[src/rtl/pipe_fd_skid.sv]
// Fetch/decode pipeline stage with a DEPTH-entry skid buffer between fetch and decode.
// Presents NOP_INSTR when empty and counts the bubble cycles decode receives.
module pipe_fd_skid #(
  parameter int unsigned PC_W = 16,
  parameter int unsigned INSTR_W = 16,
  parameter int unsigned DEPTH = 2,
  parameter logic [INSTR_W-1:0] NOP_INSTR = 16'b0000100000000000,
  parameter int unsigned CNT_W = 8
) (
  input  logic                         clk,
  input  logic                         rst,
  input  logic                         flush,
  input  logic                         in_valid,
  output logic                         in_ready,
  input  logic [PC_W-1:0]              in_pc2,
  input  logic [INSTR_W-1:0]           in_instr,
  output logic                         out_valid,
  input  logic                         out_ready,
  output logic [PC_W-1:0]              out_pc2,
  output logic [INSTR_W-1:0]           out_instr,
  output logic [$clog2(DEPTH+1)-1:0]   count,
  output logic [CNT_W-1:0]             bubble_cnt
);

  localparam int unsigned PtrW = (DEPTH > 1) ? $clog2(DEPTH) : 1;
  localparam int unsigned CntW = $clog2(DEPTH + 1);
  localparam logic [PtrW-1:0] LastPtr = PtrW'(DEPTH - 1);
  localparam logic [CntW-1:0] FullCnt = CntW'(DEPTH);

  logic [PC_W-1:0]    pc2_mem_q   [DEPTH];
  logic [INSTR_W-1:0] instr_mem_q [DEPTH];

  logic [PtrW-1:0]  rd_ptr_q, rd_ptr_d;
  logic [PtrW-1:0]  wr_ptr_q, wr_ptr_d;
  logic [CntW-1:0]  count_q, count_d;
  logic [CNT_W-1:0] bubble_q, bubble_d;
  logic             push, pop, write_en;

  // Explicit wrap so non-power-of-two depths never index past the last entry.
  function automatic logic [PtrW-1:0] ptr_inc(input logic [PtrW-1:0] p);
    return (p == LastPtr) ? '0 : p + 1'b1;
  endfunction

  always_comb begin
    in_ready  = (count_q < FullCnt);
    out_valid = (count_q != '0);
    push      = in_valid & in_ready;
    pop       = out_valid & out_ready;
    write_en  = push & ~flush;

    rd_ptr_d = rd_ptr_q;
    wr_ptr_d = wr_ptr_q;
    count_d  = count_q;

    if (flush) begin
      rd_ptr_d = '0;
      wr_ptr_d = '0;
      count_d  = '0;
    end else begin
      if (push) wr_ptr_d = ptr_inc(wr_ptr_q);
      if (pop)  rd_ptr_d = ptr_inc(rd_ptr_q);
      unique case ({push, pop})
        2'b10:   count_d = count_q + 1'b1;
        2'b01:   count_d = count_q - 1'b1;
        default: count_d = count_q;
      endcase
    end

    bubble_d = bubble_q;
    if (!out_valid && out_ready && (bubble_q != '1)) begin
      bubble_d = bubble_q + 1'b1;
    end
  end

  always_ff @(posedge clk) begin
    if (rst) begin
      rd_ptr_q <= '0;
      wr_ptr_q <= '0;
      count_q  <= '0;
      bubble_q <= '0;
    end else begin
      rd_ptr_q <= rd_ptr_d;
      wr_ptr_q <= wr_ptr_d;
      count_q  <= count_d;
      bubble_q <= bubble_d;
    end
  end

  // Entry storage is never cleared; only entries behind a nonzero count are ever shown.
  always_ff @(posedge clk) begin
    if (write_en) begin
      pc2_mem_q[wr_ptr_q]   <= in_pc2;
      instr_mem_q[wr_ptr_q] <= in_instr;
    end
  end

  always_comb begin
    out_pc2    = out_valid ? pc2_mem_q[rd_ptr_q] : '0;
    out_instr  = out_valid ? instr_mem_q[rd_ptr_q] : NOP_INSTR;
    count      = count_q;
    bubble_cnt = bubble_q;
  end

endmodule

[config.mk]
export PLATFORM = sky130hd
export DESIGN_NAME = pipe_fd_skid
export DESIGN_NICKNAME = d
export VERILOG_FILES = /design/src/rtl/pipe_fd_skid.sv
export SDC_FILE = /design/constraint.sdc
export NUM_CORES = 1
export LEC_CHECK = 0
export ABC_AREA = 0
export ABC_CLOCK_PERIOD_IN_PS = 9400
export CAP_MARGIN = 20
export CORE_MARGIN = 8
export CORE_UTILIZATION = 30
export DETAILED_ROUTE_END_ITERATION = 10
export PLACE_DENSITY = 0.64
export SYNTH_ARGS = -nofsm -noshare
export SYNTH_HDL_FRONTEND = slang
export SYNTH_SLANG_ARGS = --single-unit
[constraint.sdc]
create_clock -name clk -period 9.4 [get_ports clk]
set_clock_uncertainty 0.2 [all_clocks]
set_input_delay 1.41 -clock clk [delete_from_list [all_inputs] [get_ports clk]]
set_output_delay 1.41 -clock clk [all_outputs]
set_load 0.02 [all_outputs]
==> reports/qor_table.md, run 1 <==
| Metric | Reported | Unit |
|:---|:---|:---|
| Final weighted congestion in routability-driven placement | 0.719 | - |
| Status | completed | - |
| Number of fillers in the final layout | 978 | - |
| Starting DRT DRC Count | 92 | - |
| Critical Path, Cell by Cell | mux2i_1, nor2_1, clkdlybuf4s50_1 | - |
| Signed area change from the synthesized netlist to the final layout | 38.0 | % |
| I/O Pins | 81 | - |
| Number of flip-flops and latches in the synthesized netlist | 77 | - |
| Core utilization of the finished layout | 41.7 | % |
| Number of buffers added by the clock tree synthesis step | 9 | - |
| Total number of yosys warnings | 0 | - |
| Drt pass-1 iters | 4 | - |
| Setup repair after global routing missed its margin | false | - |
| TritonCTS clock tree | built | - |
| Antenna Nets Post-Route | 0 | - |
| Max Slew Vio Count | 0 | - |
| Type of destination of the critical path | output port | - |
| Combinational fraction of design power | 11.3 | % |
| Data arrival at the endpoint of the critical path | 2.34 | ns |
| DRC errors left | 0 | - |
| Synthesized netlist net count | 244 | - |
| Clock slew at reported path FFs | 0.08 | ns |
| Proportion of power drawn by the clock network | 33.7 | % |
| Root Buffer | sky130_fd_sc_hd__clkbuf_8 | - |
| Resize count post-CTS | 0 | - |
| Die W | 117 | um |
| F_max | 253 | MHz |
| Peak VDD IR | 0.0627 | mV |
| Synthesized area per cell | 14.9 | um^2 |
| Die Height | 117 | um |
| Max Cap Violations | 0 | - |
| Ys async rst share | 0 | % |
| Register-to-register setup slack | 7.01 | ns |
| Final-layout setup total negative slack | 0 | ns |
| Post-CTS Setup Inserts | 0 | - |
| Total detailed-routing wirelength | 6470 | um |
| Number of placement rows | 37 | - |
| Number of nets in the layout | 329 | - |
| Routed length per instance | 15.0 | um |
| Share of final-layout standard cells stronger than drive strength 1 | 8.16 | % |
| Slew of the pin with the lowest slew margin | 1.02 | ns |
| Dominant cell by count in the synthesized netlist | sky130_fd_sc_hd__edfxtp_1 | - |
| Max-slew headroom at the worst pin | 32.0 | % |
| Worst slack on hold paths | 0.334 | ns |
| Share of Yosys cell area claimed by the top area cell type | 63.0 | % |
| Share of the yosys chip area belonging to registers | 71.6 | % |
| Maximum number of pins on one net before global-route repair | 33 | - |
| Worst R2R End | instr_mem_q[1][8]$_DFFE_PP_ | - |
| Class of the most critical setup path | register to output port | - |
| Number of antenna violations at the first check in global routing | 1 | - |
| WHS Endpoint | bubble_cnt[1]$_SDFFE_PP0P_ | - |
| CTS Sinks | 77 | - |
| Detailed-placement wirelength estimate | 4600 | um |
| Count of buffering cells on the critical path with inverters included | 1 | - |
| Worst R2R Path Depth | 3 | - |
| Library cell occupying the most area in the post-synthesis netlist | sky130_fd_sc_hd__edfxtp_1 | - |
| Number of antenna repair diodes | 0 | - |
| Sequential fraction of design power | 55.0 | % |
| Number of hold violations in the final report | 0 | - |
| Pwr Density | 167 | nW/um^2 |
| Switch share | 23.0 | % |
| Initial core utilization | 30.2 | % |
| Vias | 1,901 | - |
| Hold path startpoint | bubble_cnt[1]$_SDFFE_PP0P_ | - |
| Clock latency at the later pin of the worst-skew pair | 0.34 | ns |
| Maximum level of the CTS H-tree | 3 | - |
| Hold_buf cts | 0 | - |
| Detailed-route vias per instance | 4.42 | - |
| Total standard cell area after synthesis | 3050 | um^2 |
| Min Clock Period, post-route | 3.95 | ns |
| Overall track demand over capacity in global routing | 9.62 | % |
| Slowest-stage cell, CP | sky130_fd_sc_hd__dfxtp_2 | - |
| Cell internal pwr | 542 | uW |
| R2R Path Start | count[1]$_SDFFE_PP0P_ | - |
| Tightest Hold Check Type | register to register | - |
| Vias in the first global route | 1,875 | - |
| Maximum root-to-sink buffer count | 2 | - |
| Sw Pwr | 162 | uW |
| Synth cell count leaders | 64 x sky130_fd_sc_hd__edfxtp_1, 36 x sky130_fd_sc_hd__nor2_1, 33 x sky130_fd_sc_hd__mux2i_1, 13 x sky130_fd_sc_hd__dfxtp_1 | - |
| Setup violators final | 0 | - |
| Cells on Worst Hold Path | 2 | - |
| Lkg Pwr | 1.36 | nW |
| Remaining Overflow, GRT | 0 | - |
| Slowest Stage Delay on Critical Path | 1.00 | ns |
| Unique cell type count in the Yosys netlist | 34 | - |
| Total of buffers placed on input and output ports | 80 | - |
| CORE AREA | 10,100 | um^2 |
| Top post-synthesis cells by area | sky130_fd_sc_hd__edfxtp_1 63%, sky130_fd_sc_hd__mux2i_1 11%, sky130_fd_sc_hd__dfxtp_1 8.5% | - |
| Area enclosed by the die boundary | 13,600 | um^2 |
| Ratio of final minimum period to clock period | 42.1 | % |
| CP Data Required Time | 7.79 | ns |
| Cells after synthesis | 205 | - |
| Maximum fanout along the worst path | 32 | - |
| Wire length of the first global-routing pass | 9740 | um |
| Number of flops mapped to enable cells by yosys | 64 | - |
| Critical Path Start Type | register | - |
| Primary FF master, synth | sky130_fd_sc_hd__edfxtp_1 | - |
| Family with the most delay on the worst path | flip-flops | - |
power by group through the flow:
stage | logic [mW] | registers, mW | clock network, mW
6_report | 0.0793 | 0.387 | 0.237
5_1_grt | 0.0864 | 0.389 | 0.262
4_1_cts | 0.0815 | 0.387 | 0.246
3_5_place_dp | 0.0811 | 0.395 | 0
3_3_place_gp | 0.0798 | 0.395 | 0
2_1_floorplan | 0.0357 | 0.395 | 0
how the worst max path moves through the flow:
stage / depth (start not counted) / end / startpoint / slack [ns]
finish: 3 / out_pc2[5] / register / 5.45
floorplan: 2 / instr_mem_q[1][0]$_DFFE_PP_ / in_valid / 4.81
CTS: 3 / out_instr[14] / register / 5.37
global placement: 4 / pc2_mem_q[1][0]$_DFFE_PP_ / in_valid / 5.67
detailed placement: 4 / instr_mem_q[1][15]$_DFFE_PP_ / in_valid / 5.60
global route: 3 / out_instr[6] / register / 5.27
cell usage in the layout, fill, tap and decap left out, types with 2 or more instances in the layout:
master,Yosys,final
sky130_fd_sc_hd__a21oi_1,2,2
sky130_fd_sc_hd__buf_4,0,3
sky130_fd_sc_hd__xor2_1,3,3
sky130_fd_sc_hd__a211oi_1,3,3
sky130_fd_sc_hd__nor3b_2,1,2
sky130_fd_sc_hd__ha_1,2,2
sky130_fd_sc_hd__clkinv_4,0,2
sky130_fd_sc_hd__a41oi_1,2,2
sky130_fd_sc_hd__clkinv_2,0,2
sky130_fd_sc_hd__dfxtp_1,13,12
sky130_fd_sc_hd__nor3_1,5,4
sky130_fd_sc_hd__nand2b_1,3,3
sky130_fd_sc_hd__mux2i_1,33,33
sky130_fd_sc_hd__edfxtp_1,64,64
sky130_fd_sc_hd__a311oi_1,3,3
sky130_fd_sc_hd__nor2_1,36,35
sky130_fd_sc_hd__inv_1,4,4
sky130_fd_sc_hd__and4_1,2,2
sky130_fd_sc_hd__nor2b_1,3,3
sky130_fd_sc_hd__clkdlybuf4s50_1,0,80
sky130_fd_sc_hd__mux2_1,2,2
sky130_fd_sc_hd__clkbuf_8,0,9
flip-flops by register name, indices dropped and copies added (netlist names), named ones only:
name / cells
rd_ptr_q: 1
wr_ptr_q: 1
count: 2
bubble_cnt: 8
instr_mem_q: 32
pc2_mem_q: 32
area by class of cell:
| type | count | area, um^2 | area share, % |
|---|---|---|---|
| Clock buffer | 9 | 124 | 2.94 |
| Clock inverter | 6 | 65.1 | 1.55 |
| Inverter | 4 | 15.0 | 0.357 |
| Multi-Input combinational cell | 115 | 826 | 19.6 |
| Sequential cell | 77 | 2180 | 51.9 |
| Tap cell | 136 | 170 | 4.05 |
| Timing Repair Buffer | 83 | 823 | 19.6 |
routing by layer:
metal	global-route usage, %	share of wire (%)	wire, um
met5	0	0.20	13
met1	9.61	39	2500
met3	4.46	8.3	536
met4	4.10	1.4	90
met2	16.9	51	3320
per-stage QoR:
step                      std cells  setup WS, ns  power, mW  cell area, um^2
after floorplan                 205          4.81      0.431             3050
after global placement          415          5.67      0.475             4020
after detailed placement        415          5.60      0.476             4020
after CTS                       430          5.37      0.715             4210
after global routing            430          5.27      0.737             4210
final                           430          5.45      0.704             4210
worst min-delay path, cell delays in order, from the launching register on:
cell,delay (ns)
sky130_fd_sc_hd__dfxtp_1,0.36
sky130_fd_sc_hd__nand2b_1,0.08
sky130_fd_sc_hd__mux2i_1,0.06
cells by family (layout without fill, tap and decap cells):
logic type | Yosys count | in the layout | share of synthesized area [%]
AOI/OAI and AO/OA | 16 | 16 | 3.98
xor gates and xnor gates | 4 | 4 | 1.15
adders and majority gates | 2 | 2 | 0.821
buffers and inverters | 13 | 102 | 1.76
DFF | 77 | 77 | 71.6
muxes | 35 | 35 | 11.6
and+or+nand+nor | 58 | 58 | 9.15
No activity file was read; power rests on OpenSTA's default activity.
==> run 2, diff against run 1 <==
Settings changed: ABC_CLOCK_PERIOD_IN_PS 9400 to 3200, PLACE_DENSITY 0.64 to 0.66.
Clock period 9.4 ns to 3.2 ns, I/O delays scaled along.
==> run 2 against run 1 <==
  * Clock power rose to 2.9 times the previous value
  * Hold slack improved by 0.010 ns
  * First-iteration DRC count is 17% lower
  * Non-clock buffer count is 2 higher
  * Largest power group unchanged
  * Cell count increased by 0.70%
  * Critical path depth up 1
  * Flip-flop and latch count did not move
  * Count of clock-buffer cells in the layout rose by 1
  * Via count down 0.68%
  * Die area stayed put
  * Sequential power grew to 2.9 times the previous value
==> reports/qor_table.md, run 2 (synthesis gave the netlist of run 1 again) <==
| Metric | Reported | Unit |
|:---|:---|:---|
| Min Clock Period, post-route | 2.63 | ns |
| Detailed-placement wirelength estimate | 4540 | um |
| Area taken by multi-input logic gates | 838 | um^2 |
| Slowest-stage cell, CP | sky130_fd_sc_hd__clkdlybuf4s50_1 | - |
| Starting DRT DRC Count | 76 | - |
| Area enclosed by the die boundary | 13,600 | um^2 |
| CORE AREA | 10,100 | um^2 |
| Maximum number of pins on one net before global-route repair | 33 | - |
| Pwr Density | 488 | nW/um^2 |
| Vias in the first global route | 1,999 | - |
| Core utilization of the finished layout | 42.1 | % |
| Slew of the pin with the lowest slew margin | 0.557 | ns |
| F_max | 381 | MHz |
| Remaining Overflow, GRT | 0 | - |
| Lkg Pwr | 1.37 | nW |
| Total detailed-routing wirelength | 6470 | um |
| Number of placement rows | 37 | - |
| Cells after DPL | 417 | - |
| Critical Path Start Type | register | - |
| Peak VDD IR | 0.170 | mV |
| Routed length per instance | 14.9 | um |
| Critical Path, Cell by Cell | nor2_2, buf_4, nor2_1, clkdlybuf4s50_1 | - |
| Die W | 117 | um |
| Share of final-layout standard cells stronger than drive strength 1 | 8.08 | % |
| Number of buffers added by the clock tree synthesis step | 9 | - |
| Total of buffers placed on input and output ports | 80 | - |
| Signed area change from the synthesized netlist to the final layout | 39.3 | % |
| Setup repair after global routing missed its margin | false | - |
| Most common library cell in the layout ignoring fill and taps | sky130_fd_sc_hd__clkdlybuf4s50_1 | - |
| Clock slew at reported path FFs | 0.08 | ns |
| Post-CTS Setup Inserts | 0 | - |
| CTS Sinks | 77 | - |
| Number of nets in the layout | 331 | - |
| Status | completed | - |
| Slowest Stage Delay on Critical Path | 0.62 | ns |
| Overall track demand over capacity in global routing | 9.64 | % |
| Register area | 2180 | um^2 |
| Top library cells by usage in the layout, fill and taps aside | 80 x sky130_fd_sc_hd__clkdlybuf4s50_1, 64 x sky130_fd_sc_hd__edfxtp_1, 35 x sky130_fd_sc_hd__nor2_1 | - |
| Initial core utilization | 30.2 | % |
| Count of buffering cells on the critical path with inverters included | 2 | - |
| Layer with the highest usage | met2 | - |
| Vias | 1,888 | - |
| Number of antenna violations at the first check in global routing | 0 | - |
| Resize count post-CTS | 0 | - |
| I/O Pins | 81 | - |
| Grt met3 use | 3.28 | % |
| Class of the most critical setup path | register to output port | - |
| Number of hold violations in the final report | 0 | - |
| Final-layout setup total negative slack | 0 | ns |
| DRC errors left | 0 | - |
| Maximum fanout along the worst path | 19 | - |
| Final weighted congestion in routability-driven placement | 0.767 | - |
| Maximum root-to-sink buffer count | 2 | - |
| Non-filler cells, final | 433 | - |
| Max Cap Violations | 0 | - |
| CP Data Required Time | 2.52 | ns |
| Met1 capacity usage during global routing | 9.75 | % |
| Maximum level of the CTS H-tree | 3 | - |
| Max Slew Vio Count | 0 | - |
| Number of antenna repair diodes | 0 | - |
| Wire length of the first global-routing pass | 9810 | um |
| Number of fillers in the final layout | 961 | - |
| Die Height | 117 | um |
| Type of destination of the critical path | output port | - |
| Ratio of final minimum period to clock period | 82.1 | % |
| Setup violators final | 0 | - |
| Met2 usage | 17.3 | % |
| Clock latency at the later pin of the worst-skew pair | 0.34 | ns |
| Drt pass-1 iters | 4 | - |
| Family with the most delay on the worst path | buffers and inverters | - |
| TritonCTS clock tree | built | - |
| Hold_buf cts | 0 | - |
| Root Buffer | sky130_fd_sc_hd__clkbuf_8 | - |
| Max-slew headroom at the worst pin | 62.8 | % |
| Data arrival at the endpoint of the critical path | 1.95 | ns |
| Worst slack on hold paths | 0.344 | ns |
| Detailed-route vias per instance | 4.36 | - |
| Tightest Hold Check Type | register to register | - |
| Antenna Nets Post-Route | 0 | - |
==> run 2: cell count changes in the layout (fill, tap and decap cells not counted), sizes merged <==
cell	before	now
clkbuf	9	10
buf	3	5
inv	4	5
clkinv	4	3
==> run 2: stage by stage <==
stage	total power, mW	setup slack [ns]	cell area, um^2
after floorplan	1.26	0.576	3060
after global placement	1.40	0.817	4060
after detailed placement	1.40	0.817	4060
after CTS	2.10	0.526	4250
after global routing	2.15	0.400	4250
final	2.07	0.573	4250
==> run 2: per-layer routing <==
layer / share of wire (%) / vias up
li1: - / 937
met1: 40 / 893
met2: 51 / 49
met3: 7.4 / 9
met4: 1.6 / 0
met5: 0 / -
==> run 2: final cells by class <==
class / instances / share of cell area [%]
sequential: 77 / 51.4
timing repair buffer: 85 / 20.0
multi-input combinational: 115 / 19.7
tap: 136 / 4.01
clock buffer: 10 / 3.00
clock inverter: 6 / 1.47
inverter: 4 / 0.353
==> run 2: worst paths after layout <==
kind,startpoint,endpoint,slack [ns],cells past startpoint
setup / recovery,count[1]$_SDFFE_PP0P_,out_instr[14],0.57,4
hold / removal,bubble_cnt[1]$_SDFFE_PP0P_,bubble_cnt[1]$_SDFFE_PP0P_,0.34,2
setup reg to reg,count[1]$_SDFFE_PP0P_,count[1]$_SDFFE_PP0P_,1.16,4
hold reg to reg,bubble_cnt[1]$_SDFFE_PP0P_,bubble_cnt[1]$_SDFFE_PP0P_,0.34,2
==> run 2: report_power, final <==
part | switching (mW) | total [mW] | internal, mW
clock | 0.338 | 0.697 | 0.359
sequential | 0.0154 | 1.13 | 1.12
combinational | 0.120 | 0.241 | 0.121
==> run 2: worst register-to-register path, cell delays in order (launching register included) <==
cell	delay, ns
sky130_fd_sc_hd__dfxtp_1	0.53
sky130_fd_sc_hd__nand2b_1	0.34
sky130_fd_sc_hd__ha_1	0.32
sky130_fd_sc_hd__or3_1	0.35
sky130_fd_sc_hd__a211oi_1	0.21
==> run 3, diff against run 2 <==
Settings changed: ABC_CLOCK_PERIOD_IN_PS 3200 to 2600, PLACE_DENSITY 0.66 to 0.64.
Clock period 3.2 ns to 2.6 ns, I/O delays scaled along.
==> run 3 against run 2 <==
  * Final area up 0.27%
  * Cell count up 0.46%
  * Global-route usage up 0.55 points
  * Clock power up 24%
  * Core utilization up 0.11 points
  * Critical path depth unchanged
  * Flip-flop and latch count unchanged
  * Sequential share of layout area down 0.077 points
  * First-iteration DRC count down 28%
==> reports/qor_table.md, run 3 (synthesis gave the netlist of run 1 again) <==
| Metric | Reported | Unit |
|:---|:---|:---|
| Status | completed | - |
| Core utilization of the finished layout | 42.2 | % |
| Detailed-route vias per instance | 4.45 | - |
| Clock slew at reported path FFs | 0.08 | ns |
| Number of placement rows | 37 | - |
| Maximum fanout along the worst path | 16 | - |
| Top library cells by usage in the layout, fill and taps aside | 80 x sky130_fd_sc_hd__clkdlybuf4s50_1, 64 x sky130_fd_sc_hd__edfxtp_1, 35 x sky130_fd_sc_hd__nor2_1 | - |
| Maximum number of pins on one net before global-route repair | 21 | - |
| Critical Path Start Type | register | - |
| Die Height | 117 | um |
| CP Data Required Time | 2.01 | ns |
| Ratio of final minimum period to clock period | 93.1 | % |
| Vias | 1,936 | - |
| Sequential fraction of design power | 54.6 | % |
| Setup repair after global routing missed its margin | false | - |
| F_max | 413 | MHz |
| Antenna Nets Post-Route | 0 | - |
| Slew of the pin with the lowest slew margin | 0.543 | ns |
| Sum of internal, switching and leakage power | 2.56 | mW |
| Overall track demand over capacity in global routing | 10.2 | % |
| Sw Pwr | 594 | uW |
| Vias in the first global route | 2,020 | - |
| Min Clock Period, post-route | 2.42 | ns |
| Root Buffer | sky130_fd_sc_hd__clkbuf_8 | - |
| Final weighted congestion in routability-driven placement | 0.735 | - |
| Max Cap Violations | 0 | - |
| Pwr Density | 601 | nW/um^2 |
| Area enclosed by the die boundary | 13,600 | um^2 |
| TritonCTS clock tree | built | - |
| Data arrival at the endpoint of the critical path | 1.83 | ns |
| Resize count post-CTS | 0 | - |
| Max-slew headroom at the worst pin | 63.7 | % |
| Share of final-layout standard cells stronger than drive strength 1 | 10.4 | % |
| Most common library cell in the layout ignoring fill and taps | sky130_fd_sc_hd__clkdlybuf4s50_1 | - |
| Die W | 117 | um |
| I/O Pins | 81 | - |
| Number of antenna repair diodes | 0 | - |
| Wire length of the first global-routing pass | 10,500 | um |
| Clock latency at the later pin of the worst-skew pair | 0.34 | ns |
| Number of antenna violations at the first check in global routing | 0 | - |
| Maximum root-to-sink buffer count | 2 | - |
| Cell internal pwr | 1.97 | mW |
| Remaining Overflow, GRT | 0 | - |
| Initial core utilization | 30.2 | % |
| Peak VDD IR | 0.257 | mV |
| Combinational fraction of design power | 11.7 | % |
| Class of the most critical setup path | register to output port | - |
| Signed area change from the synthesized netlist to the final layout | 39.7 | % |
| Routed length per instance | 15.4 | um |
| Total detailed-routing wirelength | 6680 | um |
| CTS Sinks | 77 | - |
| Post-CTS Setup Inserts | 0 | - |
| Switch share | 23.2 | % |
| DRC errors left | 0 | - |
| Number of buffers added by the clock tree synthesis step | 9 | - |
| Maximum level of the CTS H-tree | 3 | - |
| Starting DRT DRC Count | 55 | - |
| Hold_buf cts | 0 | - |
| Final-layout setup total negative slack | 0 | ns |
| Setup violators final | 0 | - |
| Drt pass-1 iters | 4 | - |
| Detailed-placement wirelength estimate | 4790 | um |
| Non-filler cells, final | 435 | - |
| Type of destination of the critical path | output port | - |
| Lkg Pwr | 1.39 | nW |
| Number of nets in the layout | 334 | - |
| Cells after DPL | 420 | - |
| CORE AREA | 10,100 | um^2 |
| Max Slew Vio Count | 0 | - |
| Total of buffers placed on input and output ports | 80 | - |
| Proportion of power drawn by the clock network | 33.7 | % |
| Tightest Hold Check Type | register to register | - |
| Number of hold violations in the final report | 0 | - |
==> run 3: cell type report <==
type,instances,area [um^2]
multi-input combinational,115,838
sequential,77,2190
timing repair buffer,88,861
inverter,4,15.0
tap,136,170
clock buffer,9,124
clock inverter,6,65.1
fill,973,5830
==> run 3: per-stage QoR <==
step / setup WS [ns] / cell area [um^2] / hold slack (ns)
5_1_grt: 0.0233 / 4260 / 0.388
3_3_place_gp: 0.350 / 4070 / 0.341
3_5_place_dp: 0.317 / 4070 / 0.345
4_1_cts: 0.0230 / 4260 / 0.360
6_report: 0.180 / 4260 / 0.353
2_1_floorplan: 0.358 / 3070 / 0.268
==> run 3: path summary, 6_finish.rpt <==
kind,depth (start not counted),endpoint,from,slack (ns)
hold / removal,2,bubble_cnt[1]$_SDFFE_PP0P_,bubble_cnt[1]$_SDFFE_PP0P_,0.35
setup reg to reg,4,count[1]$_SDFFE_PP0P_,count[1]$_SDFFE_PP0P_,0.67
hold reg to reg,2,bubble_cnt[1]$_SDFFE_PP0P_,bubble_cnt[1]$_SDFFE_PP0P_,0.35
setup / recovery,4,out_pc2[13],register,0.18
==> run 3: power by group through the flow <==
| stage | Combinational (mW) | Sequential [mW] | Clock [mW] |
|---|---|---|---|
| CTS | 0.307 | 1.40 | 0.900 |
| detailed placement | 0.306 | 1.42 | 0 |
| finish | 0.300 | 1.40 | 0.863 |
| global placement | 0.302 | 1.42 | 0 |
| floorplan | 0.132 | 1.43 | 0 |
| global route | 0.325 | 1.40 | 0.959 |
==> run 3: routing by layer <==
layer	vias up	GRT usage (%)	wire [um]
met5	-	0	0
met4	0	4.10	96
met3	7	3.69	460
met2	47	17.2	3310
met1	940	11.5	2820
li1	942	-	-
==> run 3: critical path, cell delays in order, from the launching register on <==
cell and delay, ns:
sky130_fd_sc_hd__dfxtp_2 0.33, sky130_fd_sc_hd__buf_4 0.28, sky130_fd_sc_hd__mux2i_1 0.13, sky130_fd_sc_hd__nor2_1 0.12, sky130_fd_sc_hd__clkdlybuf4s50_1 0.63
